File: src/rtl/adder_seq_32.sv
// Two-requester 32-bit add/sub unit built on a shared external 16-bit adder.
// The low half runs first, then the high half; a response slot follows.
module adder_seq_32 #(
  parameter logic RR_INIT = 1'b0
) (
  input  logic        clk,
  input  logic        rst_n,
  input  logic        req0_valid,
  output logic        req0_ready,
  input  logic [31:0] req0_a,
  input  logic [31:0] req0_b,
  input  logic        req0_sub,
  input  logic        req1_valid,
  output logic        req1_ready,
  input  logic [31:0] req1_a,
  input  logic [31:0] req1_b,
  input  logic        req1_sub,
  output logic        rsp_valid,
  input  logic        rsp_ready,
  output logic        rsp_id,
  output logic [31:0] rsp_sum,
  output logic        rsp_cout,
  output logic        rsp_ovf,
  output logic [15:0] add_a,
  output logic [15:0] add_b,
  output logic        add_cin,
  input  logic [15:0] add_sum,
  input  logic        add_cout,
  input  logic        add_ovf
);

  typedef enum logic [1:0] {
    IDLE,
    LO,
    HI,
    RESP
  } state_t;

  state_t      state;
  logic        ptr;
  logic [31:0] op_a;
  logic [31:0] op_b;
  logic        op_sub;
  logic        op_id;
  logic        carry;
  logic [15:0] sum_lo;

  logic        g0;
  logic        g1;
  logic        in_idle;
  logic [31:0] sel_a;
  logic [31:0] sel_b;
  logic        sel_sub;

  // Round-robin: a lone requester wins, a tie goes to the pointer holder.
  always_comb begin
    g0 = req0_valid && (!req1_valid || !ptr);
    g1 = req1_valid && (!req0_valid || ptr);
  end

  assign in_idle    = (state == IDLE) && rst_n;
  assign req0_ready = in_idle && g0;
  assign req1_ready = in_idle && g1;

  always_comb begin
    sel_a   = 32'h0;
    sel_b   = 32'h0;
    sel_sub = 1'b0;
    unique case (1'b1)
      g1: begin
        sel_a   = req1_a;
        sel_b   = req1_b;
        sel_sub = req1_sub;
      end
      g0: begin
        sel_a   = req0_a;
        sel_b   = req0_b;
        sel_sub = req0_sub;
      end
      default: ;
    endcase
  end

  always_comb begin
    add_a   = 16'h0;
    add_b   = 16'h0;
    add_cin = 1'b0;
    unique case (state)
      LO: begin
        add_a   = op_a[15:0];
        add_b   = op_b[15:0];
        add_cin = op_sub;
      end
      HI: begin
        add_a   = op_a[31:16];
        add_b   = op_b[31:16];
        add_cin = carry;
      end
      default: ;
    endcase
  end

  always_ff @(posedge clk or negedge rst_n) begin
    if (!rst_n) begin
      state     <= IDLE;
      ptr       <= RR_INIT;
      op_a      <= 32'h0;
      op_b      <= 32'h0;
      op_sub    <= 1'b0;
      op_id     <= 1'b0;
      carry     <= 1'b0;
      sum_lo    <= 16'h0;
      rsp_valid <= 1'b0;
      rsp_id    <= 1'b0;
      rsp_sum   <= 32'h0;
      rsp_cout  <= 1'b0;
      rsp_ovf   <= 1'b0;
    end else begin
      unique case (state)
        IDLE: begin
          if (g0 || g1) begin
            op_a   <= sel_a;
            op_b   <= sel_sub ? ~sel_b : sel_b;
            op_sub <= sel_sub;
            op_id  <= g1;
            ptr    <= g0;
            state  <= LO;
          end
        end
        LO: begin
          sum_lo <= add_sum;
          carry  <= add_cout;
          state  <= HI;
        end
        HI: begin
          rsp_sum   <= {add_sum, sum_lo};
          rsp_cout  <= add_cout;
          rsp_ovf   <= add_ovf;
          rsp_id    <= op_id;
          rsp_valid <= 1'b1;
          state     <= RESP;
        end
        RESP: begin
          if (rsp_ready) begin
            rsp_valid <= 1'b0;
            state     <= IDLE;
          end
        end
        default: state <= IDLE;
      endcase
    end
  end

endmodule

File: config.mk
export PLATFORM = sky130hd
export DESIGN_NAME = adder_seq_32
export DESIGN_NICKNAME = d
export VERILOG_FILES = /design/src/rtl/adder_seq_32.sv
export SDC_FILE = /design/constraint.sdc
export NUM_CORES = 1
export LEC_CHECK = 0
export ABC_AREA = 1
export BUFFER_PORTS_ARGS = -buffer_cell sky130_fd_sc_hd__buf_2
export CAP_MARGIN = 0
export CORE_ASPECT_RATIO = 2
export CORE_MARGIN = 10
export CORE_UTILIZATION = 45
export CTS_BUF_LIST = sky130_fd_sc_hd__clkbuf_4 sky130_fd_sc_hd__clkbuf_8
export DETAILED_ROUTE_END_ITERATION = 6
export PLACE_DENSITY = 0.84
export SYNTH_ARGS = -nofsm -noshare
export SYNTH_HDL_FRONTEND = slang
export SYNTH_SLANG_ARGS = --single-unit
File: constraint.sdc
create_clock -name clk -period 1.59 [get_ports clk]
set_clock_uncertainty 0.1 [all_clocks]
set_input_delay 0.318 -clock clk [delete_from_list [all_inputs] [get_ports clk]]
set_output_delay 0.318 -clock clk [all_outputs]
set_load 0.005 [all_outputs]
==> flow_summary.ini <==
[yosys]
yosys-top-cells-area = dfrtp_1 48%, nand2_1 20%, nand3_1 10%, a21oi_1 4.0%, mux2_2 3.4%
synthDistinctLibCells = 23
synth_top_area_cell = dfrtp_1
synthArstFlopShare_pct = 100.0
syn_area_per_cell_um2 = 7.611
synth_compound_area_share_pct = 6.084
yosys.area.top_type_share_pct = 48.04
synth-simple-area-share_pct = 32.64
synth.mux.area_fraction_pct = 3.367
synth_area_um2 = 6355
synth-seq-area-share_pct = 48.04
yosys_warnings = 0
synth_cells = 835
synth_top_family_by_area = simple AND/OR/NAND/NOR gates
ys_seq_elements = 122
synth_nets = 993
synthFlopType = dfrtp_1
synth_edf_count = 0
synthXorXnorAreaFrac_pct = 0
synth_fa_ha_area_share_pct = 0.9844

[cts]
clk_path_buf_depth = 2
clkSlewWorstSetupHoldPaths_ps = 80
h-tree-depth = 4
cts_tree = yes
numCtsBuffers = 17
cts.sinks = 122
worstSkewPairLatency_ps = 450
cts_root_buf = clkbuf_8

[global_route]
grt-ovfl-total = 0
grt_util_all_layers_pct = 24.99
grt_pass1_vias = 7745
grt_pass1_wl_um = 39560
antenna_found_initial = 4
grt_max_degree = 123

[critical_path]
arrival_ps = 1830
cp_max_fo = 21
critPathKind = reg2out
rr_worst_depth = 9
end_kind = primary output
worstSetupStartpointType = register
crit_required_ps = 1170

[cells_and_area]
nNetsFinal = 1323
layout.cells.non_filler = 1371
final_util_pct = 78.08
synthToLayoutAreaGrowth_pct = 70.66
drive_above_1_share_pct = 50.25
design_area_um2 = 10850

[power_and_ir_drop]
p_int_mw = 11.47
p_per_area_nw_per_um2 = 1860
pwr-share-comb_pct = 56.3
ir_drop_uv = 982.2
p_total_mw = 20.17
p_seq_share_pct = 28.8
p_switching_mw = 8.696
p_leak_nw = 5.563
p_sw_share_pct = 43.12
power_frac_clock_pct = 14.9

[sta]
fmax_mhz = 444.6
worst_pin_slew_ps = 659.2
tns_ps = -28470
hold_ws_ps = 2.742
period_minus_slack_ps = 2249
slew_headroom_pct = 56.05
timing.final.hold_violations = 0
rsz0062_at_grt = true
fin_crit_sh_pct = 141.5
drv_slew = 0
fin_ws_ps = -659.4
setup_violations = 121

[drt]
vias = 7846
drt-initial-drc-count = 563
dr.pass1.iters = 5
drc = 0
via_per_inst = 5.723
ant_nets = 0
drt_wl_total_um = 30510
wl_per_cell_um = 22.26

[floorplanning]
pin_count = 224
die_x_um = 104.0
rows = 61
die_h_um = 188.1
core_area_um2 = 13890
start_util_pct = 45.75
die_area_um2 = 19560

[place]
hpwlAfterDp_um = 15160
io_buffers = 223
gp_congestion = 0.9022
numPlacedInstances = 1235
placed_area_um2 = 7891
dp_slack_ps = -134.5

[min_path]
hold_path.class = in2reg
whs_path_depth = 2

[outcome]
violations = negative setup slack
status = finished with violations

[flow_run]
drv_cap = 0
==> layout by cell type (no fill, tap or decap), drive strengths merged <==
cell / synthesis / layout
dlygate4sd3: 0 / 57
nor3: 1 / 1
inv: 59 / 61
ha: 5 / 5
buf: 47 / 302
clkinv: 1 / 9
o21ai: 24 / 24
mux2: 19 / 19
bufinv: 0 / 3
clkinvlp: 0 / 2
a21oi: 51 / 51
nor2: 21 / 21
dfrtp: 122 / 122
diode: 0 / 4
nand2: 345 / 345
nand3: 131 / 131
clkbuf: 9 / 25
==> synthesized netlist by cell type, types with 3 or more instances <==
cell	count
buf_6	6
inv_1	56
ha_1	5
nand3_1	129
o21ai_0	22
buf_4	13
a21oi_1	51
dfrtp_1	122
nand2_1	342
clkbuf_1	9
nor2_1	20
buf_2	26
nand2_4	3
mux2_2	19
==> final timing paths <==
path | startpoint | endpoint | slack [ps]
hold / removal | rsp_ready | rsp_valid$_DFFE_PN0P_ | 3
setup reg to reg | state[0]$_DFFE_PN0P_ | op_a[12]$_DFFE_PN0P_ | -180
max in group asynchronous | rst_n | rsp_sum[2]$_DFFE_PN0P_ | 400
hold reg to reg | op_b[1]$_DFFE_PN0P_ | op_b[1]$_DFFE_PN0P_ | 390
min in group asynchronous | rst_n | op_b[0]$_DFFE_PN0P_ | 500
setup / recovery | state[0]$_DFFE_PN0P_ | add_b[15] | -660
==> what timing repair did <==
item / in CTS / in global routing
setup endpoints to repair: 92 / 132
cloned: 8 / 11
hold buffers: 56 / 1
resized for setup: 130 / 224
hold endpoints to repair: 152 / 1
pin swaps: 34 / 65
setup buffers: 6 / 20
==> power groups by stage <==
| stage | Clock (mW) | Sequential [mW] | Combinational, mW |
|---|---|---|---|
| after floorplan | 0 | 5.31 | 4.37 |
| after global placement | 0 | 5.43 | 6.98 |
| after detailed placement | 0 | 5.48 | 7.21 |
| after CTS | 3.01 | 5.62 | 9.11 |
| after global routing | 3.18 | 5.89 | 12.1 |
| final | 3.01 | 5.80 | 11.4 |
==> worst max-delay path, cell delays in order (launching register included) <==
cell	delay [ps]
dfrtp_1	410
inv_2	100
buf_6	110
ha_4	160
buf_12	180
nand2_1	120
a21oi_2	160
buf_2	150
==> flip-flops by register name, summed over array words and instances (netlist names), 2 cells and up <==
signal,flops
op_a,32
op_b,32
rsp_sum,32
state,2
sum_lo,16
==> area by class of cell <==
class	count	area, µm²
clock buffers	17	234.0
inverters	60	251.5
flip-flops and latches	122	3053
fillers	825	3045
multi-input cells	597	3861
well taps	189	236.5
repair buffers	367	3007
clock inverters	15	192.7
diodes	4	10.01
==> cell families (layout without fill, tap and decap cells) <==
| group | after synthesis | after routing |
|---|---|---|
| flip-flops | 122 | 122 |
| buffers and inverters | 116 | 459 |
| adder cells (fa/ha/maj) | 5 | 5 |
| AND/OR/NAND/NOR | 498 | 498 |
| AO/OA/AOI/OAI | 75 | 75 |
| multiplexers | 19 | 19 |
| other | 0 | 4 |
==> layer usage <==
metal  up-vias  GRT usage [%]  wire (µm)
met1      3729          24.12       9731
met2       606          44.29      15890
met3       190          6.834       2532
li1       3319              -          -
met5         -              0          7
met4         2          18.35       2355
(Power assumes the default switching activity.)
